File: src/rtl/bmc_soft_pipe_if.sv
// Branch-in / metrics-out handshake bundle for bmc_soft_pipe.
// in_erase exists only when BMC_PUNCTURE_EN is defined.
interface bmc_soft_pipe_if #(
    parameter int SOFT_W = 3,
    parameter int CODE_N = 2,
    parameter int CNT_W  = 10
);
    localparam int SMAX = (1 << SOFT_W) - 1;
    localparam int MW   = $clog2(CODE_N * SMAX + 1);
    localparam int NH   = 1 << CODE_N;

    logic                     in_valid;
    logic                     in_ready;
    logic [CODE_N*SOFT_W-1:0] in_sym;
    logic                     in_last;
`ifdef BMC_PUNCTURE_EN
    logic [CODE_N-1:0]        in_erase;
`endif
    logic                     out_valid;
    logic                     out_ready;
    logic [NH*MW-1:0]         out_bm;
    logic [CNT_W-1:0]         out_idx;
    logic                     out_last;

    modport master (
        output in_valid, in_sym, in_last,
`ifdef BMC_PUNCTURE_EN
        output in_erase,
`endif
        output out_ready,
        input  in_ready, out_valid, out_bm, out_idx, out_last
    );

    modport slave (
        input  in_valid, in_sym, in_last,
`ifdef BMC_PUNCTURE_EN
        input  in_erase,
`endif
        input  out_ready,
        output in_ready, out_valid, out_bm, out_idx, out_last
    );
endinterface

File: src/rtl/bmc_soft_pipe.sv
// Soft-decision branch metric unit: 2-stage elastic pipeline, one branch per cycle.
// Optional puncturing (in_erase) is enabled by defining BMC_PUNCTURE_EN.
module bmc_soft_pipe #(
    parameter int SOFT_W = 3,
    parameter int CODE_N = 2,
    parameter int CNT_W  = 10
) (
    input logic           clk,
    input logic           rst_n,
    bmc_soft_pipe_if.slave bus
);
    localparam int SMAX = (1 << SOFT_W) - 1;
    localparam int MW   = $clog2(CODE_N * SMAX + 1);
    localparam int NH   = 1 << CODE_N;
    localparam int DW   = CODE_N * SOFT_W;

    function automatic logic [SOFT_W-1:0] sym_dist(input logic [SOFT_W-1:0] rx,
                                                   input logic b, input logic erased);
        if (erased) return '0;
        return b ? (SOFT_W'(SMAX) - rx) : rx;
    endfunction

    function automatic logic [MW-1:0] hyp_metric(input logic [DW-1:0] d0, input logic [DW-1:0] d1,
                                                 input logic [CODE_N-1:0] hyp);
        logic [MW-1:0] acc;
        acc = '0;
        for (int i = 0; i < CODE_N; i++)
            acc = acc + (hyp[i] ? MW'(d1[i*SOFT_W +: SOFT_W]) : MW'(d0[i*SOFT_W +: SOFT_W]));
        return acc;
    endfunction

    logic              s1_ready, s2_ready, in_xfer;
    logic [CODE_N-1:0] erase;
    logic              s1_valid_q, s1_valid_d;
    logic [DW-1:0]     d0_q, d0_d, d1_q, d1_d;
    logic [CNT_W-1:0]  idx1_q, idx1_d;
    logic              last1_q, last1_d;
    logic              s2_valid_q, s2_valid_d;
    logic [NH*MW-1:0]  bm_q, bm_d;
    logic [CNT_W-1:0]  idx2_q, idx2_d;
    logic              last2_q, last2_d;
    logic [CNT_W-1:0]  cnt_q, cnt_d;

`ifdef BMC_PUNCTURE_EN
    assign erase = bus.in_erase;
`else
    assign erase = '0;
`endif

    always_comb begin
        s2_ready   = !s2_valid_q || bus.out_ready;
        s1_ready   = !s1_valid_q || s2_ready;
        in_xfer    = bus.in_valid && s1_ready;
        s1_valid_d = s1_valid_q;
        d0_d       = d0_q;
        d1_d       = d1_q;
        idx1_d     = idx1_q;
        last1_d    = last1_q;
        s2_valid_d = s2_valid_q;
        bm_d       = bm_q;
        idx2_d     = idx2_q;
        last2_d    = last2_q;
        cnt_d      = cnt_q;

        // Stage 1: per-symbol distances to both code-bit values
        if (s1_ready) s1_valid_d = bus.in_valid;
        if (in_xfer) begin
            for (int i = 0; i < CODE_N; i++) begin
                d0_d[i*SOFT_W +: SOFT_W] = sym_dist(bus.in_sym[i*SOFT_W +: SOFT_W], 1'b0, erase[i]);
                d1_d[i*SOFT_W +: SOFT_W] = sym_dist(bus.in_sym[i*SOFT_W +: SOFT_W], 1'b1, erase[i]);
            end
            idx1_d  = cnt_q;
            last1_d = bus.in_last;
            cnt_d   = bus.in_last ? '0 : cnt_q + CNT_W'(1);
        end

        // Stage 2: sum distances for every hypothesis
        if (s2_ready) s2_valid_d = s1_valid_q;
        if (s2_ready && s1_valid_q) begin
            for (int h = 0; h < NH; h++)
                bm_d[h*MW +: MW] = hyp_metric(d0_q, d1_q, CODE_N'(h));
            idx2_d  = idx1_q;
            last2_d = last1_q;
        end
    end

    always_ff @(posedge clk or negedge rst_n) begin
        if (!rst_n) begin
            s1_valid_q <= 1'b0;
            s2_valid_q <= 1'b0;
            bm_q       <= '0;
            idx2_q     <= '0;
            last2_q    <= 1'b0;
            cnt_q      <= '0;
        end else begin
            s1_valid_q <= s1_valid_d;
            s2_valid_q <= s2_valid_d;
            bm_q       <= bm_d;
            idx2_q     <= idx2_d;
            last2_q    <= last2_d;
            cnt_q      <= cnt_d;
        end
    end

    // Stage-1 payload is qualified by s1_valid_q, so it needs no reset
    always_ff @(posedge clk) begin
        d0_q    <= d0_d;
        d1_q    <= d1_d;
        idx1_q  <= idx1_d;
        last1_q <= last1_d;
    end

    assign bus.in_ready  = s1_ready;
    assign bus.out_valid = s2_valid_q;
    assign bus.out_bm    = bm_q;
    assign bus.out_idx   = idx2_q;
    assign bus.out_last  = last2_q;
endmodule

File: src/flat_wrapper.sv
// flat-port wrapper written by rule: the top's interface ports become plain ports
module bmc_soft_pipe_flat 
#(
    parameter int SOFT_W = 3,
    parameter int CODE_N = 2,
    parameter int CNT_W  = 10
)
  (clk, rst_n, bus_in_valid, bus_in_sym, bus_in_last, bus_out_ready, bus_in_ready, bus_out_valid, bus_out_bm, bus_out_idx, bus_out_last);
  bmc_soft_pipe_if #(.SOFT_W(SOFT_W), .CODE_N(CODE_N), .CNT_W(CNT_W)) bus_i ();
  input logic clk;
  input logic rst_n;
  input wire logic [$bits(bus_i.in_valid)-1:0] bus_in_valid;
  input wire logic [$bits(bus_i.in_sym)-1:0] bus_in_sym;
  input wire logic [$bits(bus_i.in_last)-1:0] bus_in_last;
  input wire logic [$bits(bus_i.out_ready)-1:0] bus_out_ready;
  output wire logic [$bits(bus_i.in_ready)-1:0] bus_in_ready;
  output wire logic [$bits(bus_i.out_valid)-1:0] bus_out_valid;
  output wire logic [$bits(bus_i.out_bm)-1:0] bus_out_bm;
  output wire logic [$bits(bus_i.out_idx)-1:0] bus_out_idx;
  output wire logic [$bits(bus_i.out_last)-1:0] bus_out_last;
  assign bus_i.in_valid = bus_in_valid;
  assign bus_i.in_sym = bus_in_sym;
  assign bus_i.in_last = bus_in_last;
  assign bus_i.out_ready = bus_out_ready;
  assign bus_in_ready = bus_i.in_ready;
  assign bus_out_valid = bus_i.out_valid;
  assign bus_out_bm = bus_i.out_bm;
  assign bus_out_idx = bus_i.out_idx;
  assign bus_out_last = bus_i.out_last;
  bmc_soft_pipe #(.SOFT_W(SOFT_W), .CODE_N(CODE_N), .CNT_W(CNT_W)) u_core (.clk(clk), .rst_n(rst_n), .bus(bus_i));
endmodule
File: config.mk
export PLATFORM = sky130hd
export DESIGN_NAME = bmc_soft_pipe_flat
export DESIGN_NICKNAME = d
export VERILOG_FILES = /design/src/rtl/bmc_soft_pipe_if.sv /design/src/rtl/bmc_soft_pipe.sv /design/src/flat_wrapper.sv
export SDC_FILE = /design/constraint.sdc
export NUM_CORES = 1
export LEC_CHECK = 0
export BUFFER_PORTS_ARGS = -buffer_cell sky130_fd_sc_hd__buf_2
export CAP_MARGIN = 20
export CORE_ASPECT_RATIO = 0.7
export CORE_MARGIN = 2
export CORE_UTILIZATION = 59
export CTS_BUF_LIST = sky130_fd_sc_hd__clkbuf_8
export CTS_CLUSTER_DIAMETER = 200
export DETAILED_ROUTE_END_ITERATION = 12
export PLACE_DENSITY = 0.82
export SYNTH_ARGS = -nofsm -noshare
export SYNTH_HDL_FRONTEND = slang
export SYNTH_SLANG_ARGS = --single-unit
File: constraint.sdc
create_clock -name clk -period 2.35 [get_ports clk]
set_input_delay 0.47 -clock clk [delete_from_list [all_inputs] [get_ports clk]]
set_output_delay 0.47 -clock clk [all_outputs]
set_load 0.01 [all_outputs]
; ---- After elaboration in Yosys (flattened, before gate mapping)
; Cells that the tools add are included.
[word_totals]
register_bits = 62
in_bits = 11
output_inout_bits = 29
elab_cells = 29
[op_classes]
n_addsub = 7
muxes = 6
n_reduce_logical = 6
[ops]
columns = cell, count
row1 = 3-bit by 3-bit adder with 4-bit output, 4
row2 = 3-bit 2-to-1 mux, 4
row3 = 10-bit by 1-bit adder with 10-bit output (second input constant), 1
row4 = 10-bit 2-to-1 mux, 1
row5 = 3-bit subtractor (first input constant), 2
row6 = 1-bit logical AND, 2
row7 = 1-bit zero test, 2
row8 = 1-bit logical OR, 2
row9 = 1-bit 2-to-1 mux, 1

; ---- Longest topological paths before layout
; Gate-level depths: netlist (run 1).
[logic_depth]
word_depth = 6
depth_mapped = 7
depth_no_buf = 5

; ---- Worst setup path before layout (run 1)
; Ideal clock, no wire load.
[synth_timing]
path_kind = reg-to-reg
start = reg u_core.s1_valid_q
end = reg u_core.cnt_q[0]
setup_time_ns = 0.125
arrival_time_ns = 1.721
required_time_ns = 2.225
slack_ns = 0.504
stages_incl_launch_ff = 8
n_path_buf = 2
cell_sequence = dfrtp_1 buf_6 and3b_4 buf_6 inv_1 nand2_2 inv_2 mux2_2
[synth_via]
elab_chain_len = 3
[synth_lines]
columns = item, line
row1 = "start, declared", bmc_soft_pipe.sv:34  ; logic s1_valid_q, s1_valid_d;
row2 = "start signal, assigned", bmc_soft_pipe.sv:96  ; s1_valid_q <= s1_valid_d;
row3 = 1-bit zero test, bmc_soft_pipe.sv:52  ; s1_ready = !s1_valid_q || s2_ready;
row4 = 1-bit logical OR, bmc_soft_pipe.sv:52
row5 = via bus_in_ready, flat_wrapper.sv:16  ; output wire logic [$bits(bus_i.in_ready)-1:0] bus_in_ready;
row6 = 1-bit logical AND, bmc_soft_pipe.sv:53  ; in_xfer = bus.in_valid && s1_ready;
row7 = via u_core.in_xfer, bmc_soft_pipe.sv:32  ; logic s1_ready, s2_ready, in_xfer;
row8 = "end signal, assigned", bmc_soft_pipe.sv:101  ; cnt_q <= cnt_d;
row9 = "end, declared", bmc_soft_pipe.sv:42  ; logic [CNT_W-1:0] cnt_q, cnt_d;
; The timed path passes the listed nets, and every way through them passes these cells.
; A chain may end at the register's enable or synchronous reset.

; ---- Worst setup path in the final report (run 1)
[layout_timing]
start = reg u_core.s1_valid_q
end = reg u_core.cnt_q[0]
[layout_via]
elab_chain_len = 3
[layout_lines]
columns = item, line
row1 = 1-bit zero test, bmc_soft_pipe.sv:52
row2 = 1-bit logical OR, bmc_soft_pipe.sv:52
row3 = 1-bit logical AND, bmc_soft_pipe.sv:53
row4 = via u_core.in_xfer, bmc_soft_pipe.sv:32
; The timed path passes the listed nets, and every way through them passes these cells.

==> impl_metrics.toml, run 1 <==
[cts]
clkSlewWorstSetupHoldPaths_ns = 0.07
h-tree-depth = 3
hold_buffers = 0
clock-root-buffer = "clkbuf_8"
clock_tree.buffer_depth = 2
tritoncts_clock_tree = "done"
post_cts_resize_count = 0
cts.repair_timing.setup_buffer_count = 0
cts_sinks = 62
insertion_delay_ns = 0.33
clock_buffer_count_from_cts = 9

[global_route]
grt_pass1_wl_mm = 7.78
grt_pass1_vias = 1558
grtUsageTotal_pct = 20.7
global_route.overflow_total = 0
initial_antenna_violation_count = 0
grt_start_max_net_pins = 40

[setup_path]
worst_setup_path_start_kind = "flip-flop"
timing.critical_path.to_type = "flip-flop"
arrival_ns = 2.17
cp_slowest_cell = "dfrtp_1"
worst-endpoint-required_ns = 2.57
crit_path_max_fanout = 24
critical_path_class = "reg -> reg"
crit_path_cell_trace = "and3b_4, inv_1, nand2_2, inv_2, mux2_2"
critical_path_buf_inv_count = 2
timing.critical_path.slowest_cell_delay_ns = 0.46
kind_of_cell_adding_the_most_delay_to_the_critical_path = "buffers and inverters"

[synth]
ys_seq_elements = 62
avgSynthCellArea_sq_um = 13.7
netlist_area_sq_um = 2730
asyncSetResetFlopFracSynth_pct = 62.9
number_of_synthesized_flops_with_an_enable_pin = 23
post_synth_inst_count = 199
yosys_top_cell_area_share_pct = 35.8
yosysTopAreaCell = "dfrtp_1"
yosys-top-cells-area = "dfrtp_1 (36%), edfxtp_1 (25%), mux2_2 (8.3%)"
synth_cell_types = 37
syn_nets = 227
synth_flop_cell = "dfrtp_1"
synth-seq-area-share_pct = 61.1
yosys_warnings = 0

[routing]
routed_wire_length_per_instance_um = 16.1
totalWireLength_mm = 4.85
post-route-drc-count = 0
post_drt_via_cell_ratio = 5.69
routed-via-count = 1717
drt_pass1_iterations = 4
antenna_left = 0
drt_first_iter_violations = 129

[die]
die_width_um = 85.3
start_util_pct = 62.0
rows = 20
die_height_um = 60.9
die_area_sq_um = 5190
core_area_sq_um = 4400
floorplan.io_pins = 40

[sta]
setup-tns-final_ns = 0
max_slew.worst_pin.slew_ns = 0.867
final.period_utilization_pct = 83.3
grt_setup_unrepaired = "false"
worst_slew_margin_rel_pct = 42.2
fin_skew_ns = 0.00671
drv_slew = 0
final_hold_viol_count = 0
clock.fmax_ghz = 0.511
setup_violations = 0
time_the_final_worst_path_needs_with_i_o_delays_and_setup_ns = 1.96

[placement]
place_area_sq_um = 2950
finalWeightedCongestion = 0.804
numPortBuffers = 39
hpwl_after_detailed_placement_mm = 3.26

[final_layout]
antennaDiodeCount = 0
mostFrequentLayoutCells = "buf_2 (39), dfrtp_1 (39), edfxtp_1 (23)"
layout.cell_area.non_filler_sq_um = 3110
post_route_cells_drive_above_1_share_pct = 30.8
syn2layout_area_growth_pct = 14.1
num-nets-final = 270

[hold_path]
min-delay-path-class = "in -> async"

[power_and_ir_drop]
cellLeakagePower_nw = 1.38
powerDensity_nw_per_um2 = 926
vdd_drop_max_v = 0.000553
post-layout-total-power_w = 0.00288

[run_status]
outcome = "finished clean"

[run]
max_cap_viol_count = 0
-- layer usage --
metal | track usage (%) | wire [um] | vias to the layer above
li1 | - | - | 820
met1 | 31.8 | 2420 | 829
met2 | 26.6 | 2040 | 61
met3 | 7.76 | 352 | 7
met4 | 7.48 | 41 | 0
met5 | 0 | 0 | -
-- Yosys cell counts (3+ instances only) --
cell,number
fa_1,4
inv_1,14
nand3_1,5
mux2_2,20
dfrtp_1,39
o211ai_1,4
o21ai_0,7
buf_2,4
xnor2_1,4
o311ai_1,3
a21oi_1,18
nand2_1,4
edfxtp_1,23
a21o_1,4
ha_1,13
or3_1,3
-- logic make-up (layout without fill, tap and decap cells) --
family | after synthesis | count (layout) | synth area share, %
flops | 62 | 62 | 61.1
compound gates | 43 | 43 | 10.1
simple gates | 29 | 29 | 6.14
buf+inv | 23 | 71 | 3.90
mux | 21 | 21 | 8.62
fa+ha+maj | 17 | 17 | 8.90
xor+xnor | 4 | 4 | 1.28
-- state kept, by name (all words and copies together), names as in the netlist --
register              flops
u_core.bus.out_bm        16
u_core.bus.out_idx       10
u_core.cnt_q             10
u_core.idx1_q            10
u_core.d0_q               6
u_core.d1_q               6
u_core.bus.out_last       1
u_core.bus.out_valid      1
u_core.last1_q            1
u_core.s1_valid_q         1
-- metrics by stage --
stage,utilization (%),setup WS (ns),hold WS (ns),std cells
final,70.7,0.393,0.249,302
after global routing,70.7,0.286,0.306,302
after CTS,70.7,0.402,0.263,302
after detailed placement,67.0,0.340,0.467,286
after global placement,67.0,0.421,0.456,286
after floorplan,-,0.504,0.174,199
-- worst register-to-register path, cell delays in order, from the launching register on --
cell	delay (ns)
dfrtp_1	0.46
and3b_4	0.28
inv_1	0.14
nand2_2	0.15
inv_2	0.42
mux2_2	0.40
-- area by class of cell --
class / instances / area (sq um)
Clock buffer: 10 / 138
Clock inverter: 6 / 25.0
Fill cell: 307 / 1290
Inverter: 15 / 56.3
Multi-Input combinational cell: 114 / 956
Sequential cell: 62 / 1670
Tap cell: 55 / 68.8
Timing Repair Buffer: 40 / 203
-- path summary, 6_finish.rpt --
path	start	to	slack (ns)	depth (start not counted)
setup reg to reg	u_core.s1_valid_q	u_core.cnt_q[0]	0.39	5
min in group clk	bus_in_sym[5]	u_core.d0_q[5]	0.33	1
hold reg to reg	u_core.idx1_q[2]	u_core.bus.out_idx[2]	0.48	1
max in group asynchronous	rst_n	u_core.bus.out_last	1.55	1
setup / recovery	u_core.s1_valid_q	u_core.cnt_q[0]	0.39	5
hold / removal	rst_n	u_core.bus.out_idx[2]	0.25	1
-- where the power goes --
group	internal, W	switching [W]	total (W)
Combinational	0.000281	0.000301	0.000583
Sequential	0.00137	0.000170	0.00154
Clock	0.000392	0.000370	0.000761
(Power assumes the default switching activity.)
==> inputs of run 2 (changes only) <==
- CORE_UTILIZATION: 59 -> 53
- PLACE_DENSITY: 0.82 -> 0.78
- clock period: 2.35 -> 1.6 ns (I/O delays scaled with it)
==> run 2 against run 1 <==
  * The run now ends with setup timing left
  * Wire length rose by 11%
  * Non-clock buffer count increased by 11
  * Utilization down 3.2 points
  * Final cell count grew 8.3%
  * Largest power group unchanged
  * Highest routed layer unchanged
==> impl_metrics.toml, run 2 (synthesis gave the netlist of run 1 again) <==
[routing]
detailed_routing_wirelength_on_met1_mm = 2.53
drt_pass1_iterations = 4
antenna_left = 0
totalWireLength_mm = 5.38
routed_wire_length_on_met3_um = 425
drt_first_iter_violations = 179
routed-via-count = 1821
topRoutingLayerUsed = "met4"
post-route-drc-count = 0
post_drt_via_cell_ratio = 5.57
met2WireLength_mm = 2.41
routed_wire_length_per_instance_um = 16.4

[cts]
clock_tree.buffer_depth = 2
tritoncts_clock_tree = "done"
insertion_delay_ns = 0.34
cts_sinks = 62
clkSlewWorstSetupHoldPaths_ns = 0.06
clock_buffer_count_from_cts = 9
clock-root-buffer = "clkbuf_8"
h-tree-depth = 3

[power_and_ir_drop]
share_seq_of_total_power_pct = 51.9
fraction_of_power_consumed_by_combinational_cells_pct = 21.3
power_switching_share_pct = 30.0
power.switching_w = 0.00131
cellLeakagePower_nw = 1.44
powerDensity_nw_per_um2 = 1330
clk_pwr_share_pct = 26.7
intPower_w = 0.00306
vdd_drop_max_v = 0.000741

[setup_path]
critical_path_class = "reg -> reg"
worst-r2r-cell-count = 4
crit_path_max_fanout = 5
reg2reg_setup_slack_ns = -0.02
worst-endpoint-required_ns = 1.83
regToRegEndpoint = "u_core.cnt_q[6]"
arrival_ns = 1.86
worst_setup_path_start_kind = "flip-flop"
r2r_start = "u_core.cnt_q[0]"
timing.critical_path.to_type = "flip-flop"

[global_route]
grt_pass1_wl_mm = 9.02
grtUsageTotal_pct = 21.2
grt_start_max_net_pins = 30
global_route.overflow_total = 0
grt_pass1_vias = 1748
initial_antenna_violation_count = 0

[hold_path]
worstHoldStart = "bus_in_sym[4]"
min-delay-path-class = "in -> reg"
timing.hold.worst_path_depth = 1
timing.hold.worst_endpoint = "u_core.d0_q[4]"

[final_layout]
syn2layout_area_growth_pct = 20.3
layout.cell_area.non_filler_sq_um = 3280
post_route_cells_drive_above_1_share_pct = 35.3
largest_register_ff_count = 16
final_cells = 327
num-nets-final = 281
mostFrequentLayoutCells = "buf_2 (39), dfrtp_1 (39), edfxtp_1 (23)"
antennaDiodeCount = 0
final_util_pct = 67.5

[run_status]
failing_checks = "setup timing"
outcome = "finished with violations"

[sta]
final.period_utilization_pct = 101
max_slew.worst_pin.slew_ns = 0.283
grt_setup_unrepaired = "true"
setup_violations = 1
setup-tns-final_ns = -0.0223
worst_slew_margin_rel_pct = 80.9
final_hold_viol_count = 0
postLayoutSetupSlackWorst_ns = -0.0223
time_the_final_worst_path_needs_with_i_o_delays_and_setup_ns = 1.62
clock.fmax_ghz = 0.616
drv_slew = 0
fin_skew_ns = 0.00740

[placement]
numPortBuffers = 39
hpwl_after_detailed_placement_mm = 3.81
placed_cells = 307
place_area_sq_um = 3070
dp_slack_ns = 0.00350
finalWeightedCongestion = 0.853

[die]
start_util_pct = 56.1
rows = 21
die_width_um = 89.8
core_area_sq_um = 4860
floorplan.io_pins = 40
die_height_um = 64.0
die_area_sq_um = 5750

[run]
max_cap_viol_count = 0
run 2: final cells by class:
class / count / area [sq um]
Fill cell: 356 / 1580
Sequential cell: 62 / 1670
Clock buffer: 10 / 138
Clock inverter: 6 / 30.0
Timing Repair Buffer: 51 / 325
Multi-Input combinational cell: 114 / 968
Tap cell: 69 / 86.3
Inverter: 15 / 67.6
run 2: metal layers:
| layer | track usage, % | vias up |
|---|---|---|
| li1 | - | 839 |
| met1 | 31.1 | 888 |
| met2 | 29.4 | 92 |
| met3 | 8.25 | 2 |
| met4 | 6.15 | 0 |
| met5 | 0 | - |
run 2: worst max-delay path by stage:
stage / start / endpoint / cells after the start / slack (ns)
final: u_core.cnt_q[0] / u_core.cnt_q[6] / 4 / -0.02
after global routing: u_core.cnt_q[0] / u_core.cnt_q[6] / 4 / -0.11
after CTS: u_core.cnt_q[0] / u_core.cnt_q[6] / 4 / 0.002
after detailed placement: u_core.cnt_q[0] / u_core.cnt_q[6] / 4 / 0.004
after global placement: bus_out_ready / u_core.d1_q[4] / 6 / 0.08
after floorplan: u_core.s1_valid_q / u_core.cnt_q[0] / 7 / 0.009
run 2: stage by stage:
| stage | total power [W] | hold WS, ns |
|---|---|---|
| 2_1_floorplan | 0.00279 | 0.0244 |
| 3_3_place_gp | 0.00316 | 0.214 |
| 3_5_place_dp | 0.00320 | 0.224 |
| 4_1_cts | 0.00438 | 0.158 |
| 5_1_grt | 0.00463 | 0.151 |
| 6_report | 0.00437 | 0.180 |
run 2: timing repair:
| action | CTS | global route |
|---|---|---|
| pin swaps | 0 | 0 |
| hold endpoints to repair | 10 | 0 |
| buffers inserted | 1 | 2 |
| resized for setup | 1 | 1 |
| hold buffers | 1 | 0 |
| endpoints found under the setup margin | 2 | 4 |
run 2: critical path, stage by stage, from the launching register on:
cell and delay (ns):
dfrtp_1 0.44, ha_2 0.24, nand4_1 0.18, or4_1 0.44, o311ai_1 0.24
run 2: power by group through the flow:
stage          Sequential, W  Combinational (W)  Clock (W)
6_report             0.00227           0.000933    0.00117
5_1_grt              0.00232            0.00103    0.00128
4_1_cts              0.00226           0.000924    0.00120
3_5_place_dp         0.00229           0.000913          0
3_3_place_gp         0.00228           0.000885          0
2_1_floorplan        0.00232           0.000474          0
==> inputs of run 3 (changes only) <==
- MAX_ROUTING_LAYER: unset -> met4
- SLEW_MARGIN: unset -> 15
- clock period: 1.6 -> 1.3 ns (I/O delays scaled with it)
==> run 3 against run 2 <==
  * The flow still finishes with violations (setup timing)
  * Non-clock buffer count is 36 higher
  * Critical path depth stayed put
  * Die area stayed put
  * Register-to-register slack worse by 0.24 ns
  * Combinational power is 98% higher
  * Hold slack worse by 0.064 ns
  * Count of clock-buffer cells in the layout stayed put
  * Power is 45% higher
  * Worst setup slack worse by 0.27 ns
==> impl_metrics.toml, run 3 (synthesis gave the netlist of run 1 again) <==
[cts]
clock_buffer_count_from_cts = 9
insertion_delay_ns = 0.34
clock-root-buffer = "clkbuf_8"
cts_sinks = 62
tritoncts_clock_tree = "done"
h-tree-depth = 3
clkSlewWorstSetupHoldPaths_ns = 0.07
clock_tree.buffer_depth = 2

[hold_path]
min-delay-path-class = "in -> reg"

[sta]
setup_violations = 61
minimum_hold_slack_ns = 0.116
max_slew.worst_pin.slew_ns = 0.364
worst_slew_margin_rel_pct = 75.5
drv_slew = 0
clock.fmax_ghz = 0.627
postLayoutSetupSlackWorst_ns = -0.294
grt_setup_unrepaired = "true"
time_the_final_worst_path_needs_with_i_o_delays_and_setup_ns = 1.59
fin_skew_ns = 0.00800
final.period_utilization_pct = 123
final_hold_viol_count = 0
setup-tns-final_ns = -10.23

[global_route]
initial_antenna_violation_count = 0
grt.busiest_layer = "met2"
grt_start_max_net_pins = 40
grt_pass1_wl_mm = 11.1
globalRouteMet1Util_pct = 33.7
grtUsageTotal_pct = 26.6
global_route.overflow_total = 0
grt.met3_usage_pct = 8.25
grt_pass1_vias = 2144
use_met2_pct = 39.7

[final_layout]
syn2layout_area_growth_pct = 43.9
num-nets-final = 317
final_common_cell = "buf_2"
mostFrequentLayoutCells = "buf_2 (38), dfrtp_1 (36), buf_4 (31)"
fill_cells = 244
post_route_cells_drive_above_1_share_pct = 52.7
largest_register_ff_count = 16
antennaDiodeCount = 0
final_cells = 363

[placement]
numPortBuffers = 39
finalWeightedCongestion = 0.888
placed_cells = 325
dp_slack_ns = -0.276
hpwl_after_detailed_placement_mm = 4.03

[run_status]
outcome = "finished with violations"
failing_checks = "setup timing"

[die]
floorplan.io_pins = 40
rows = 21
core_area_sq_um = 4860
die_height_um = 64.0
start_util_pct = 56.1
die_area_sq_um = 5750
die_width_um = 89.8

[routing]
antenna_left = 0
drt_pass1_iterations = 4
totalWireLength_mm = 7.47
post_drt_via_cell_ratio = 5.82
drt_first_iter_violations = 247
routed_wire_length_per_instance_um = 20.6
post-route-drc-count = 0
routed-via-count = 2114

[power_and_ir_drop]
powerDensity_nw_per_um2 = 1620
vdd_drop_max_v = 0.000891
cellLeakagePower_nw = 1.76

[setup_path]
crit_path_cell_trace = "and3b_4, clkinvlp_4, buf_6, buf_6"
crit_top_cell = "buf_6"
timing.critical_path.slowest_cell_delay_ns = 0.37
timing.critical_path.to_type = "output pin"
crit_path_max_fanout = 7
critical_path_class = "reg -> out"
worst_setup_path_start_kind = "flip-flop"
cp_slowest_cell = "dfrtp_1"
worst-endpoint-required_ns = 1.04
arrival_ns = 1.33

[run]
max_cap_viol_count = 0
[run 3: changes by cell type in the layout (fill, tap and decap cells not counted), sizes merged]
cell    before  now
buf         50   86
bufinv       0    1
clkinv       3    2
[run 3: area by class of cell]
class	instances	area [sq um]	area share, %
repair buffers	87	717	18.3
multi-input cells	114	1190	30.4
well taps	69	86.3	2.20
flip-flops and latches	62	1670	42.5
clock inverters	6	55.1	1.40
clock buffers	10	138	3.50
inverters	15	67.6	1.72
[run 3: final timing paths]
| kind | depth (start not counted) | start | slack, ns | endpoint |
|---|---|---|---|---|
| setup / recovery | 4 | u_core.s1_valid_q | -0.29 | bus_in_ready |
| hold / removal | 1 | bus_in_sym[1] | 0.12 | u_core.d0_q[1] |
| setup reg to reg | 7 | u_core.bus.out_valid | -0.26 | u_core.cnt_q[9] |
| hold reg to reg | 1 | u_core.idx1_q[0] | 0.49 | u_core.bus.out_idx[0] |
| max in group asynchronous | 3 | rst_n | 0.66 | u_core.cnt_q[2] |
| min in group asynchronous | 3 | rst_n | 0.42 | u_core.bus.out_bm[4] |
[run 3: routing by layer]
metal  vias to the layer above  part of all wire [%]
met5                         -                     0
li1                        913                     -
met4                         0                   2.2
met2                       117                    49
met3                        21                   6.7
met1                      1063                    42
[run 3: metrics by stage]
step	power, W	util, %	instance area, sq um
after floorplan	0.00346	-	2780
after global placement	0.00405	66.6	3240
after detailed placement	0.00414	66.6	3240
after CTS	0.00602	76.9	3740
after global routing	0.00659	80.8	3930
final	0.00635	80.8	3930
[run 3: critical path: cells and delay by family, from the launching register on]
kind | cells | cell delay (ns)
DFF | 1 | 0.37
buffers and inverters | 3 | 0.35
and+or+nand+nor | 1 | 0.28
[run 3: timing repair]
item	CTS	global route
buffers inserted	13	8
endpoints found under the setup margin	59	61
hold buffers	1	0
pin swaps	24	18
endpoints found under the hold margin	39	0
cloned	3	0
gates resized for setup	32	35
[run 3: report_power, final]
group	switching, W	internal, W	leakage [nW]
combinational	0.000854	0.000994	0.968
clock	0.000745	0.000917	0.105
sequential	0.000360	0.00248	0.683
total	0.00196	0.00439	1.76
